==> src/rtl/filter_pkg.sv <==
// Shared beat types for the range filter / lane packer front end.
// Default-sized types; the top re-derives them locally for its own parameters.
package filter_pkg;

    localparam int LANES_DEFAULT     = 4;
    localparam int BIT_WIDTH_DEFAULT = 32;

    typedef logic [LANES_DEFAULT-1:0][BIT_WIDTH_DEFAULT-1:0] lane_data_t;
    typedef logic [LANES_DEFAULT-1:0]                        keep_mask_t;

    typedef struct packed {
        lane_data_t data;
        keep_mask_t keep;
    } beat_t;

endpackage

==> src/rtl/lane_beat_reg.sv <==
// Single-entry valid/ready output register for packed beats.
// slot_free tells the producer a load this cycle will not overwrite a live beat.
module lane_beat_reg
    import filter_pkg::*;
#(
    parameter type beat_type = beat_t
) (
    input  logic     clk,
    input  logic     rst,
    input  logic     load,
    input  beat_type beat_in,
    output beat_type beat,
    output logic     valid,
    input  logic     ready,
    output logic     slot_free
);

    always_ff @(posedge clk) begin
        if (rst) begin
            valid <= 1'b0;
            beat  <= '0;
        end else if (load) begin
            valid <= 1'b1;
            beat  <= beat_in;
        end else if (ready) begin
            valid <= 1'b0;
        end
    end

    assign slot_free = !valid || ready;

endmodule

==> src/rtl/range_filter_packer.sv <==
// Packs a scalar stream into LANES-wide beats with per-lane range keep bits.
// Beats with no kept lanes are dropped; seen/kept counters saturate.
module range_filter_packer
    import filter_pkg::*;
#(
    parameter int BIT_WIDTH   = 32,
    parameter int LANES       = LANES_DEFAULT,
    parameter int COUNT_WIDTH = 32
) (
    input  logic                   clk,
    input  logic                   rst,
    input  logic                   cfg_valid,
    input  logic [BIT_WIDTH-1:0]   cfg_lo,
    input  logic [BIT_WIDTH-1:0]   cfg_hi,
    input  logic                   in_valid,
    input  logic [BIT_WIDTH-1:0]   in_data,
    input  logic                   in_last,
    output logic                   in_ready,
    output logic                   out_valid,
    output logic [BIT_WIDTH-1:0]   out_data [0:LANES-1],
    output logic [LANES-1:0]       out_keep,
    input  logic                   out_ready,
    output logic [COUNT_WIDTH-1:0] seen_count,
    output logic [COUNT_WIDTH-1:0] kept_count
);

    localparam int IDX_W = (LANES > 1) ? $clog2(LANES) : 1;

    typedef logic [LANES-1:0][BIT_WIDTH-1:0] data_arr_t;
    typedef struct packed {
        data_arr_t        data;
        logic [LANES-1:0] keep;
    } beat_local_t;

    function automatic logic [COUNT_WIDTH-1:0] sat_inc(input logic [COUNT_WIDTH-1:0] v);
        return (&v) ? v : v + COUNT_WIDTH'(1);
    endfunction

    logic [BIT_WIDTH-1:0] lo, hi;
    logic [IDX_W-1:0]     idx;
    logic                 full;
    beat_local_t          asm_beat, comp_beat, load_beat, out_beat;
    logic                 accept, match, complete, drain_pending, slot_free, load;

    always_comb begin
        accept    = in_valid && !full;
        match     = (lo <= in_data) && (in_data <= hi);
        comp_beat = asm_beat;
        comp_beat.data[idx] = in_data;
        comp_beat.keep[idx] = match;
        complete      = accept && (in_last || (idx == IDX_W'(LANES - 1)));
        drain_pending = full && out_valid && out_ready;
        // A parked beat always takes the slot first; no accept can race it.
        load      = drain_pending || (complete && (|comp_beat.keep) && slot_free);
        load_beat = full ? asm_beat : comp_beat;
    end

    always_ff @(posedge clk) begin
        if (rst) begin
            lo         <= '0;
            hi         <= '1;
            idx        <= '0;
            full       <= 1'b0;
            asm_beat   <= '0;
            seen_count <= '0;
            kept_count <= '0;
        end else begin
            if (cfg_valid) begin
                lo <= cfg_lo;
                hi <= cfg_hi;
            end
            if (accept) begin
                seen_count <= sat_inc(seen_count);
                if (match) kept_count <= sat_inc(kept_count);
                if (complete) begin
                    idx <= '0;
                    if ((|comp_beat.keep) && !slot_free) begin
                        asm_beat <= comp_beat;
                        full     <= 1'b1;
                    end else begin
                        asm_beat <= '0;
                    end
                end else begin
                    idx      <= idx + IDX_W'(1);
                    asm_beat <= comp_beat;
                end
            end else if (drain_pending) begin
                asm_beat <= '0;
                full     <= 1'b0;
            end
        end
    end

    lane_beat_reg #(
        .beat_type(beat_local_t)
    ) u_out_reg (
        .clk      (clk),
        .rst      (rst),
        .load     (load),
        .beat_in  (load_beat),
        .beat     (out_beat),
        .valid    (out_valid),
        .ready    (out_ready),
        .slot_free(slot_free)
    );

    assign in_ready = !full;
    assign out_keep = out_beat.keep;

    always_comb begin
        for (int i = 0; i < LANES; i++) out_data[i] = out_beat.data[i];
    end

endmodule

==> config.mk <==
export PLATFORM = sky130hd
export DESIGN_NAME = range_filter_packer
export DESIGN_NICKNAME = d
export VERILOG_FILES = /design/src/rtl/filter_pkg.sv /design/src/rtl/lane_beat_reg.sv /design/src/rtl/range_filter_packer.sv
export SDC_FILE = /design/constraint.sdc
export NUM_CORES = 1
export LEC_CHECK = 0
export ABC_AREA = 1
export CAP_MARGIN = 20
export CORE_MARGIN = 2
export CORE_UTILIZATION = 55
export CTS_BUF_LIST = sky130_fd_sc_hd__clkbuf_8
export DETAILED_ROUTE_END_ITERATION = 6
export PLACE_DENSITY_LB_ADDON = 0.1
export REMOVE_ABC_BUFFERS = 1
export SLEW_MARGIN = 20
export SYNTH_ARGS = -nofsm -noshare
export SYNTH_HDL_FRONTEND = slang
export SYNTH_SLANG_ARGS = --single-unit
==> constraint.sdc <==
create_clock -name clk -period 3.1 [get_ports clk]
set_input_delay 0.62 -clock clk [delete_from_list [all_inputs] [get_ports clk]]
set_output_delay 0.62 -clock clk [all_outputs]
set_load 0.02 [all_outputs]
==> summary.md, run 1 <==
The synthesized design spends more area on one cell type than any other, namely sky130_fd_sc_hd__dfxtp_1. The Yosys step of the flow raised 0 warnings. The tools report the critical path data arrival time as 3.49 ns.

The wire-length estimate of the detail-placed layout is 42.0 mm. Synthesis produced 2969 cells. The slew of the pin with the lowest slew margin is 1.01 ns, and the largest net degree at the start of global routing is 245. The fill cell total of the finished layout came out at 3107. The logs give 25700 µm² for the post-route standard cell area excluding fillers and 3 for the buffer levels on the longest clock path. Relative to the synthesized area, the layout overhead comes to 24.9%. The tree is rooted in a sky130_fd_sc_hd__clkbuf_8. Clock skew on the completed layout was measured at 0.0163 ns. STA classifies the critical path endpoint as a register. The site row count was 70. In the final layout, the multi-input gates occupy 11100 µm².

The number of hold violations in the final report was 0; the cell area power density was 460 nW/µm². CTS saw 396 sinks. The run gives 5.24 mm as the detailed-routed wire length on met3. Time the final worst path needs with I/O delays and setup: 3.03 ns. The primary flip-flop cell chosen by synthesis mapping was sky130_fd_sc_hd__dfxtp_1.

The die covers 38900 µm². VDD sags by at most 0.310 mV. In this run the critical register-to-register path is launched from hi[15]. Number of antenna violations at the first check in global routing: 7. The number of synthesized register bits came out at 396. The highest fanout seen on the critical path is 19.

The die is 197 µm tall. In the routed layout, each cell is associated on average with a via count of 5.61. The placed instances occupy a cell area of 24100 µm².

Top cell family by delay on the critical path: simple AND/OR/NAND/NOR gates. TritonCTS built the clock tree. The tools report the total global-route track usage as 31.3%. Number of distinct standard cells referenced by the synthesized netlist: 46.

Summed over all layers, the routed wires come to 63.7 mm. The number of buffers and inverters on the critical path is 5. After detailed routing, the number of remaining DRC violations is 0. The total grt overflow is 0, and the share of post-route cells with drive strength above 1 is 11.0%. Derived from the worst setup path, the maximum achievable clock frequency is 0.330 GHz. Dividing the detail-routed wire length by the instance count gives 16.9 µm. At the later pin of the worst-skew pair, clock insertion delay measures 0.61 ns. In the final routing, the length of wire on met1 measures 27.6 mm. The routed layout has 21115 vias. The first-pass GRT wire length is 98.7 mm. For this configuration, the core starts out at a cell density of 56.0%.

The depth of the worst register-to-register path was 20; the final weighted congestion in routability-driven placement was 0.892. The maximum single-stage delay on the critical path is 0.54 ns. The category of the worst setup path launch point is an input pin. Residual antenna-violating net count after detailed routing: 0. The met2 wirelength from detailed routing was 28.9 mm; the count of buffers inserted at the top-level ports was 299.

The die boundary width came out at 197 µm. The run gives 0 as the count of pins over their slew limit. On the critical path, the stage with the largest delay is an instance of sky130_fd_sc_hd__clkdlybuf4s50_1. The tools report the via count of the first global-routing pass as 19421. Final net count: 3424. The power share of the sequential group is 45.6%. The switching fraction of total power was 28.2%; the floorplan core area was 36700 µm². The placement-stage worst setup slack came out at -0.494 ns. The mapped netlist covers 20500 µm². Clock-pin slew was measured on the worst setup and hold paths at 0.06 ns. Counting flops with an async set or reset pin after synthesis yields a share of 0%. The final sum of negative setup slack was 0 ns; the share of synthesized area occupied by flip-flops and latches was 38.6%. The capture instance of the worst register-to-register path was asm_beat[34].

The max-capacitance violation count is 0. The net load switching power is 0.00333 W, and the area fraction of the dominant cell type after synthesis is 38.6%. In this run the worst setup path begins at in_data[7]. Buffers inserted during clock tree synthesis total 70. Pin placement for this block handled 300 I/O pins. The cell repeated most along the worst path is sky130_fd_sc_hd__nand2_1. The flow ran to the end, and the final reports show no timing, DRC or antenna violations. For the internal power component, the log shows 0.00847 W.

After layout, the worst path uses 97.6% of the clock period. The tightest min-delay check is of the input pin to register type. The setup path with the least slack is of type input pin to register. Registers take 7930 µm². Combinational cells account for 15.1% of the total power.

The most critical setup path has its endpoint at asm_beat[34]. Setup slack on the critical path of the routed design comes to 0.0736 ns. The logic depth of the worst setup path including buffers is 23, and the number of cells in the design after placement is 3640. Setup repair after global routing could not meet its margin everywhere. Counting flops with a built-in enable in the synthesized netlist gives 0. Setup violations remaining at the end of the flow were counted as 0. The mean instance size in the synthesized netlist works out to 6.92 µm².

In this run the tightest slew margin relative to its limit is 32.6%. The static leakage was 9.51 nW. After synthesis, the cell types taking the most area are sky130_fd_sc_hd__dfxtp_1, sky130_fd_sc_hd__nand2_1, sky130_fd_sc_hd__a21oi_1, sky130_fd_sc_hd__o21ai_0, sky130_fd_sc_hd__nor2_1.

The logs give 6 for the length of the first detailed-routing pass in iterations and 1834 for the iteration-0 DRC count of the detailed router. Across all register-to-register paths, the minimum setup slack is 0.31 ns. The run gives 3 as the H-tree level count. Traced cell by cell, the critical path runs through clkdlybuf4s50_1, inv_1, ha_1, nand2_1, nor2_2, buf_4, nand2_1, nand2_1, nand2_1, nand2_1, nand2_1, nand2_1, nand2_2, nand3_1, nand2_2, nor2_4, nand2_4, nand2_4, nand3_4, buf_12, clkbuf_16, nand2_1, a21oi_1. The detailed router used layers up to and including met4. The tools report the part of the power in the clock network as 39.4%.

Data on the critical path is required at its endpoint by 3.56 ns. Leaving out filler cells and counting taps, the final layout contains 3767.
kinds of logic after synthesis:
group                      share of synthesized area, %
and+or+nand+nor                                    29.5
AOI/OAI and AO/OA                                  18.9
DFF                                                38.6
buffers and inverters                              7.90
adders and majority gates                          4.26
xor gates and xnor gates                          0.810
worst reg2reg max path, delay by kind of cell, from the launching register on:
family                     cells  cell delay, ns
DFF                            1            0.31
and+or+nand+nor               12            1.05
adders and majority gates      1            0.29
buffers and inverters          4            0.60
AOI/OAI and AO/OA              3            0.41
worst min path at each step:
stage | startpoint | end | slack, ns | cells after the start
after floorplan | hi[0] | hi[0] | 0.43 | 2
after global placement | hi[12] | hi[12] | 0.45 | 2
after detailed placement | hi[0] | hi[0] | 0.46 | 2
after CTS | rst | u_out_reg.beat[63] | 0.42 | 2
after global routing | rst | u_out_reg.beat[33] | 0.44 | 2
final | rst | u_out_reg.beat[32] | 0.43 | 2
power by group through the flow:
stage	Combinational, W	Clock (W)	Sequential (W)
after floorplan	0.000813	0	0.00553
after global placement	0.00166	0	0.00547
after detailed placement	0.00170	0	0.00548
after CTS	0.00171	0.00469	0.00537
after global routing	0.00194	0.00493	0.00539
final	0.00177	0.00465	0.00537
per-layer routing:
| layer | vias up | GRT usage [%] |
|---|---|---|
| li1 | 10334 | - |
| met1 | 9851 | 41.7 |
| met2 | 807 | 49.8 |
| met3 | 123 | 6.56 |
| met4 | 0 | 11.9 |
| met5 | - | 0 |
synthesized netlist by cell type, types with 12 or more instances:
library cell	n
sky130_fd_sc_hd__inv_1	151
sky130_fd_sc_hd__dfxtp_1	396
sky130_fd_sc_hd__nor3_1	40
sky130_fd_sc_hd__nand4_1	24
sky130_fd_sc_hd__nand3_1	78
sky130_fd_sc_hd__ha_1	70
sky130_fd_sc_hd__buf_6	12
sky130_fd_sc_hd__xor2_1	14
sky130_fd_sc_hd__buf_2	27
sky130_fd_sc_hd__a21oi_1	355
sky130_fd_sc_hd__nand3_2	82
sky130_fd_sc_hd__clkbuf_1	134
sky130_fd_sc_hd__a21oi_2	21
sky130_fd_sc_hd__nor4_1	13
sky130_fd_sc_hd__buf_1	16
sky130_fd_sc_hd__o21ai_0	351
sky130_fd_sc_hd__nand2_1	846
sky130_fd_sc_hd__nor2_1	255
per-stage QoR:
stage	total power (W)	hold WS (ns)	util (%)
after floorplan	0.00634	0.433	-
after global placement	0.00713	0.449	65.7
after detailed placement	0.00717	0.461	65.7
after CTS	0.0118	0.418	69.3
after global routing	0.0123	0.436	69.9
final	0.0118	0.431	69.9
layout make-up:
type | count | share of cell area, %
timing repair buffer | 414 | 16.1
clock inverter | 24 | 0.366
inverter | 161 | 2.37
clock buffer | 88 | 4.72
antenna | 7 | 0.0683
sequential | 396 | 30.9
tap | 468 | 2.28
multi-input combinational | 2209 | 43.2
layout by cell type (no fill, tap or decap), types with 2 or more instances in the layout:
cell type                           n
sky130_fd_sc_hd__a211oi_1           3
sky130_fd_sc_hd__a21o_1             2
sky130_fd_sc_hd__a21oi_1          354
sky130_fd_sc_hd__a21oi_2           22
sky130_fd_sc_hd__a221oi_1           2
sky130_fd_sc_hd__a31oi_1            2
sky130_fd_sc_hd__and3_1             2
sky130_fd_sc_hd__buf_12            14
sky130_fd_sc_hd__buf_4             94
sky130_fd_sc_hd__buf_6              3
sky130_fd_sc_hd__clkbuf_16          4
sky130_fd_sc_hd__clkbuf_8          88
sky130_fd_sc_hd__clkdlybuf4s50_1  297
sky130_fd_sc_hd__clkinv_2           4
sky130_fd_sc_hd__dfxtp_1          395
sky130_fd_sc_hd__diode_2            7
sky130_fd_sc_hd__ha_1              66
sky130_fd_sc_hd__ha_2               4
sky130_fd_sc_hd__inv_1            171
sky130_fd_sc_hd__inv_2              8
sky130_fd_sc_hd__nand2_1          841
sky130_fd_sc_hd__nand2_2           10
sky130_fd_sc_hd__nand2_4            4
sky130_fd_sc_hd__nand3_1           76
sky130_fd_sc_hd__nand3_2           82
sky130_fd_sc_hd__nand3_4            3
sky130_fd_sc_hd__nand4_1           24
sky130_fd_sc_hd__nor2_1           254
sky130_fd_sc_hd__nor2_2             5
sky130_fd_sc_hd__nor2_4             4
sky130_fd_sc_hd__nor3_1            39
sky130_fd_sc_hd__nor3_2             2
sky130_fd_sc_hd__nor3b_1            5
sky130_fd_sc_hd__nor4_1            13
sky130_fd_sc_hd__o21a_1             8
sky130_fd_sc_hd__o21ai_0          351
sky130_fd_sc_hd__o21ai_1            3
sky130_fd_sc_hd__xnor2_1            5
sky130_fd_sc_hd__xor2_1            14
registers in the layout, summed over array words and instances, names as in the netlist:
signal	count
seen_count	32
u_out_reg.valid	1
idx	2
full	1
kept_count	32
asm_beat	132
hi	32
u_out_reg.beat	132
lo	32
what timing repair did:
item                                    CTS  global route
endpoints found under the setup margin    0           212
buffers inserted                          0             2
hold buffers                              0             0
gates resized for setup                   0            16
Note: power is estimated with default switching activity, not from simulation.
==> run 2: changes to the inputs <==
CORE_ASPECT_RATIO = 1.5   (was default)
==> run 2 against run 1 <==
Compared with the run above:
- sequential cell count stayed put
- hold slack worse by 0.10 ns
- sequential power hardly changed
- first-iteration DRC count is 10% lower
- via count is 0.74% higher
- combinational power hardly changed
- fmax is 1.6% higher
- power is 4.7% lower
- clock power is 13% lower
- critical path type unchanged
- critical endpoint is now asm_beat[70]
==> summary.md, run 2 (synthesized netlist as in run 1, its figures left out) <==
The clock-pin slew reported for the worst setup and hold paths after clock tree synthesis is 0.07 ns (about the same). TritonCTS built the clock tree. TritonCTS buffer count: 61 (-13%).

For the power share of the sequential group, the log shows 47.8% (+2.2 points). The worst setup slack after layout was 0.121 ns (+0.0477 ns); the share of post-route cells with drive strength above 1 was 10.7% (-0.24 points). The total global-route track usage is 31.4% (+0.10 points), and the fill cell total of the finished layout is 3185 (+2.5%). The number of design rule violations left after detail routing is 0 (unchanged), and the number of antenna violations at the first check in global routing is 9 (+2). H-tree level count: 2 (-1).

The total detailed-routing wirelength was 64.4 mm (+1.2%); the placement-stage worst setup slack was -0.603 ns (-0.109 ns). The buffer levels on the longest clock path is 3 (unchanged). The critical register-to-register path startpoint was hi[25]. Static leakage: 9.51 nW (about the same).

The net load switching power came out at 0.00321 W (-3.6%). The largest registers in the layout are asm_beat x132, u_out_reg.beat x132. The maximum single-stage delay on the critical path came out at 0.52 ns (-0.02 ns). The maximum clock rate came out at 0.336 GHz (+1.6%).

In this run the worst setup path begins at in_data[7]. The cell repeated most along the worst path was sky130_fd_sc_hd__nand2_1. For the number of cells in the design after placement, the log shows 3659 (+0.52%). The part of the total power dissipated in combinational logic is 16.1% (+1.0 points), and the portion of the clock cycle consumed by the worst path in the final layout is 96.1% (-1.5 points).

Required time of the critical path: 3.57 ns (about the same). The final net count is 3418 (-0.18%), and the HPWL reported at the end of detailed placement is 42.6 mm (+1.4%). The worst min-delay path startpoint was cfg_valid. The residual antenna-violating net count after detailed routing was 0 (unchanged); the worst max-slew margin expressed relative to the limit was 26.6% (-6.0 points).

The critical path data arrival time was 3.45 ns (-0.04 ns); the count of endpoints failing setup in the final report was 0 (unchanged). Grouping stages by cell kind, the critical path spends the most delay in simple AND/OR/NAND/NOR gates. The buffers plus inverters on the worst setup path was 5 (unchanged). The y dimension of the die is 241 µm (+22%), and the count of pins over their slew limit is 0 (unchanged). The iteration-0 DRC count of the detailed router is 1651 (-10%), and the total of hold buffers inserted after clock tree synthesis is 0 (unchanged). The highest layer touched by signal routing is met5. In the layout the commonest cells are sky130_fd_sc_hd__nand2_1, sky130_fd_sc_hd__dfxtp_1, sky130_fd_sc_hd__o21ai_0.

Time the final worst path needs with I/O delays and setup: 2.98 ns (-0.0477 ns). The area growth from synthesis to layout is 24.7%. The logs give 99.9 mm (+1.2%) for the first-pass GRT wire length and 3772 (+0.13%) for the post-layout instance count excluding filler cells. The tools report the via count of the first global-routing pass as 20139 (+3.7%).

The mean number of vias per cell is 5.64 (+0.61%), and the initial core utilization is 55.8% (-0.16 points). The floorplan core area came out at 36800 µm² (+0.28%). Critical path start-end classification: input pin to register.

STA classifies the critical path startpoint as an input pin. The clock sink total is 396 (unchanged). STA classifies the critical path endpoint as a register. The tools report the maximum VDD drop as 0.357 mV (+15%).

The run gives 0.63 ns (+0.02 ns) as the clock latency at the later pin of the worst-skew pair. The type of the tightest min-delay check is input pin to register. Number of hold violations in the final report: 0 (unchanged). The utilization after layout is 69.6% (-0.30 points). For the via count, the log shows 21271 (+0.74%). The internal power component was 0.00803 W (-5.2%). The cell at the root of the clock tree is sky130_fd_sc_hd__clkbuf_8. The library cell used most frequently in the layout, excluding fill and tap cells, is sky130_fd_sc_hd__nand2_1.

The run gives 0 ns (unchanged) as the final sum of negative setup slack. For the total grt overflow, the log shows 0 (unchanged). Highest fanout seen on the critical path: 20 (+1). The die boundary width was 162 µm (-18%).

The tools report the total design power as 0.0112 W (-4.7%). The detailed-routed wire length on met3 is 4.78 mm (-8.7%), and the met2 wirelength from detailed routing is 31.4 mm (+8.7%). The site row count came out at 86 (+23%). The run finished with clean final reports.

The cell area power density is 439 nW/µm² (-4.6%). The largest net degree at the start of global routing came out at 267 (+9.0%). The count of buffers inserted at the top-level ports came out at 299 (unchanged).

For the max-capacitance violation count, the log shows 0 (unchanged). Switching fraction of total power: 28.6% (+0.35 points). The run gives 0.958 (+7.4%) as the final weighted congestion in routability-driven placement.

The part of the power in the clock network was 36.2% (-3.2 points). Post-route met1 wirelength: 24.9 mm (-9.6%). Worst-path cell with the longest stage delay: sky130_fd_sc_hd__clkdlybuf4s50_1. The number of top-level pins was 300 (unchanged); the final routed wire length divided by cell count was 17.1 µm (+1.1%). The length of the first detailed-routing pass in iterations came out at 5 (-1). The critical path goes through clkdlybuf4s50_1, inv_2, ha_4, nand2_1, nor2_2, buf_4, nand2_2, nand2_1, nand2_1, nand2_1, nand2_1, nand2_1, nand2_2, nand3_1, nand2_2, nor2_4, nand2_4, nand2_2, nand3_4, buf_12, clkbuf_16, nand2_1, a21oi_1.

The worst clock skew was 0.0227 ns (+0.00637 ns); the slew of the pin with the lowest slew margin was 1.10 ns (+0.0902 ns). Die outline area: 38900 µm² (about the same).
==> run 2: changes by cell type in the layout (fill, tap and decap cells not counted), sizes merged <==
cell,delta
dlymetal6s2s,+4
diode,-2
nand3,-1
clkinv,-2
buf,+4
bufinv,+1
inv,+9
clkdlybuf4s50,-4
clkbuf,-20
==> run 2: repair_timing <==
action	CTS	global route
gates resized for setup	0	26
setup endpoints to repair	0	262
buffers inserted	0	3
==> run 2: power by group through the flow <==
stage	sequential, W	clock (W)	combinational (W)
floorplan	0.00553	0	0.000813
global placement	0.00547	0	0.00169
detailed placement	0.00548	0	0.00173
CTS	0.00537	0.00415	0.00174
global route	0.00539	0.00434	0.00197
finish	0.00537	0.00406	0.00180
==> run 2: cell type report <==
cell class | count | area (µm²) | area share (%)
multi-input combinational | 2208 | 11100 | 43.3
sequential | 396 | 7930 | 31.0
timing repair buffer | 418 | 4290 | 16.7
clock buffer | 68 | 936 | 3.65
inverter | 161 | 607 | 2.37
tap | 484 | 606 | 2.36
clock inverter | 32 | 149 | 0.581
antenna | 5 | 12.5 | 0.0488
==> run 2: per-layer routing <==
layer / vias to the layer above / GRT usage (%)
li1: 10333 / -
met1: 9892 / 35.9
met2: 820 / 55.3
met3: 218 / 6.75
met4: 8 / 15.5
met5: - / 0
==> run 2: final timing paths <==
kind / endpoint / slack, ns / depth (start not counted)
worst min-delay path: hi[25] / 0.33 / 2
worst max-delay path: asm_beat[70] / 0.12 / 23
worst min register to register: lo[0] / 0.46 / 2
worst max register to register: asm_beat[70] / 0.32 / 19
==> run 2: metrics by stage <==
stage	instance area, µm²	hold slack (ns)
after floorplan	19500	0.433
after CTS	25400	0.294
after global placement	24300	0.451
after detailed placement	24300	0.452
after global routing	25600	0.329
final	25600	0.329
==> run 2: worst reg2reg max path: stages, from the launching register on <==
cell,delay (ns)
sky130_fd_sc_hd__dfxtp_1,0.31
sky130_fd_sc_hd__inv_1,0.05
sky130_fd_sc_hd__ha_1,0.29
sky130_fd_sc_hd__a21oi_1,0.21
sky130_fd_sc_hd__o21ai_0,0.11
sky130_fd_sc_hd__nand2_1,0.06
sky130_fd_sc_hd__nand2_1,0.08
sky130_fd_sc_hd__a21oi_1,0.22
sky130_fd_sc_hd__nand2_1,0.10
sky130_fd_sc_hd__nand2_2,0.12
sky130_fd_sc_hd__nand3_1,0.10
sky130_fd_sc_hd__nand2_2,0.11
sky130_fd_sc_hd__nor2_4,0.04
sky130_fd_sc_hd__nand2_4,0.10
sky130_fd_sc_hd__nand2_2,0.07
sky130_fd_sc_hd__nand3_4,0.13
sky130_fd_sc_hd__buf_12,0.17
sky130_fd_sc_hd__clkbuf_16,0.21
sky130_fd_sc_hd__nand2_1,0.08
sky130_fd_sc_hd__a21oi_1,0.14
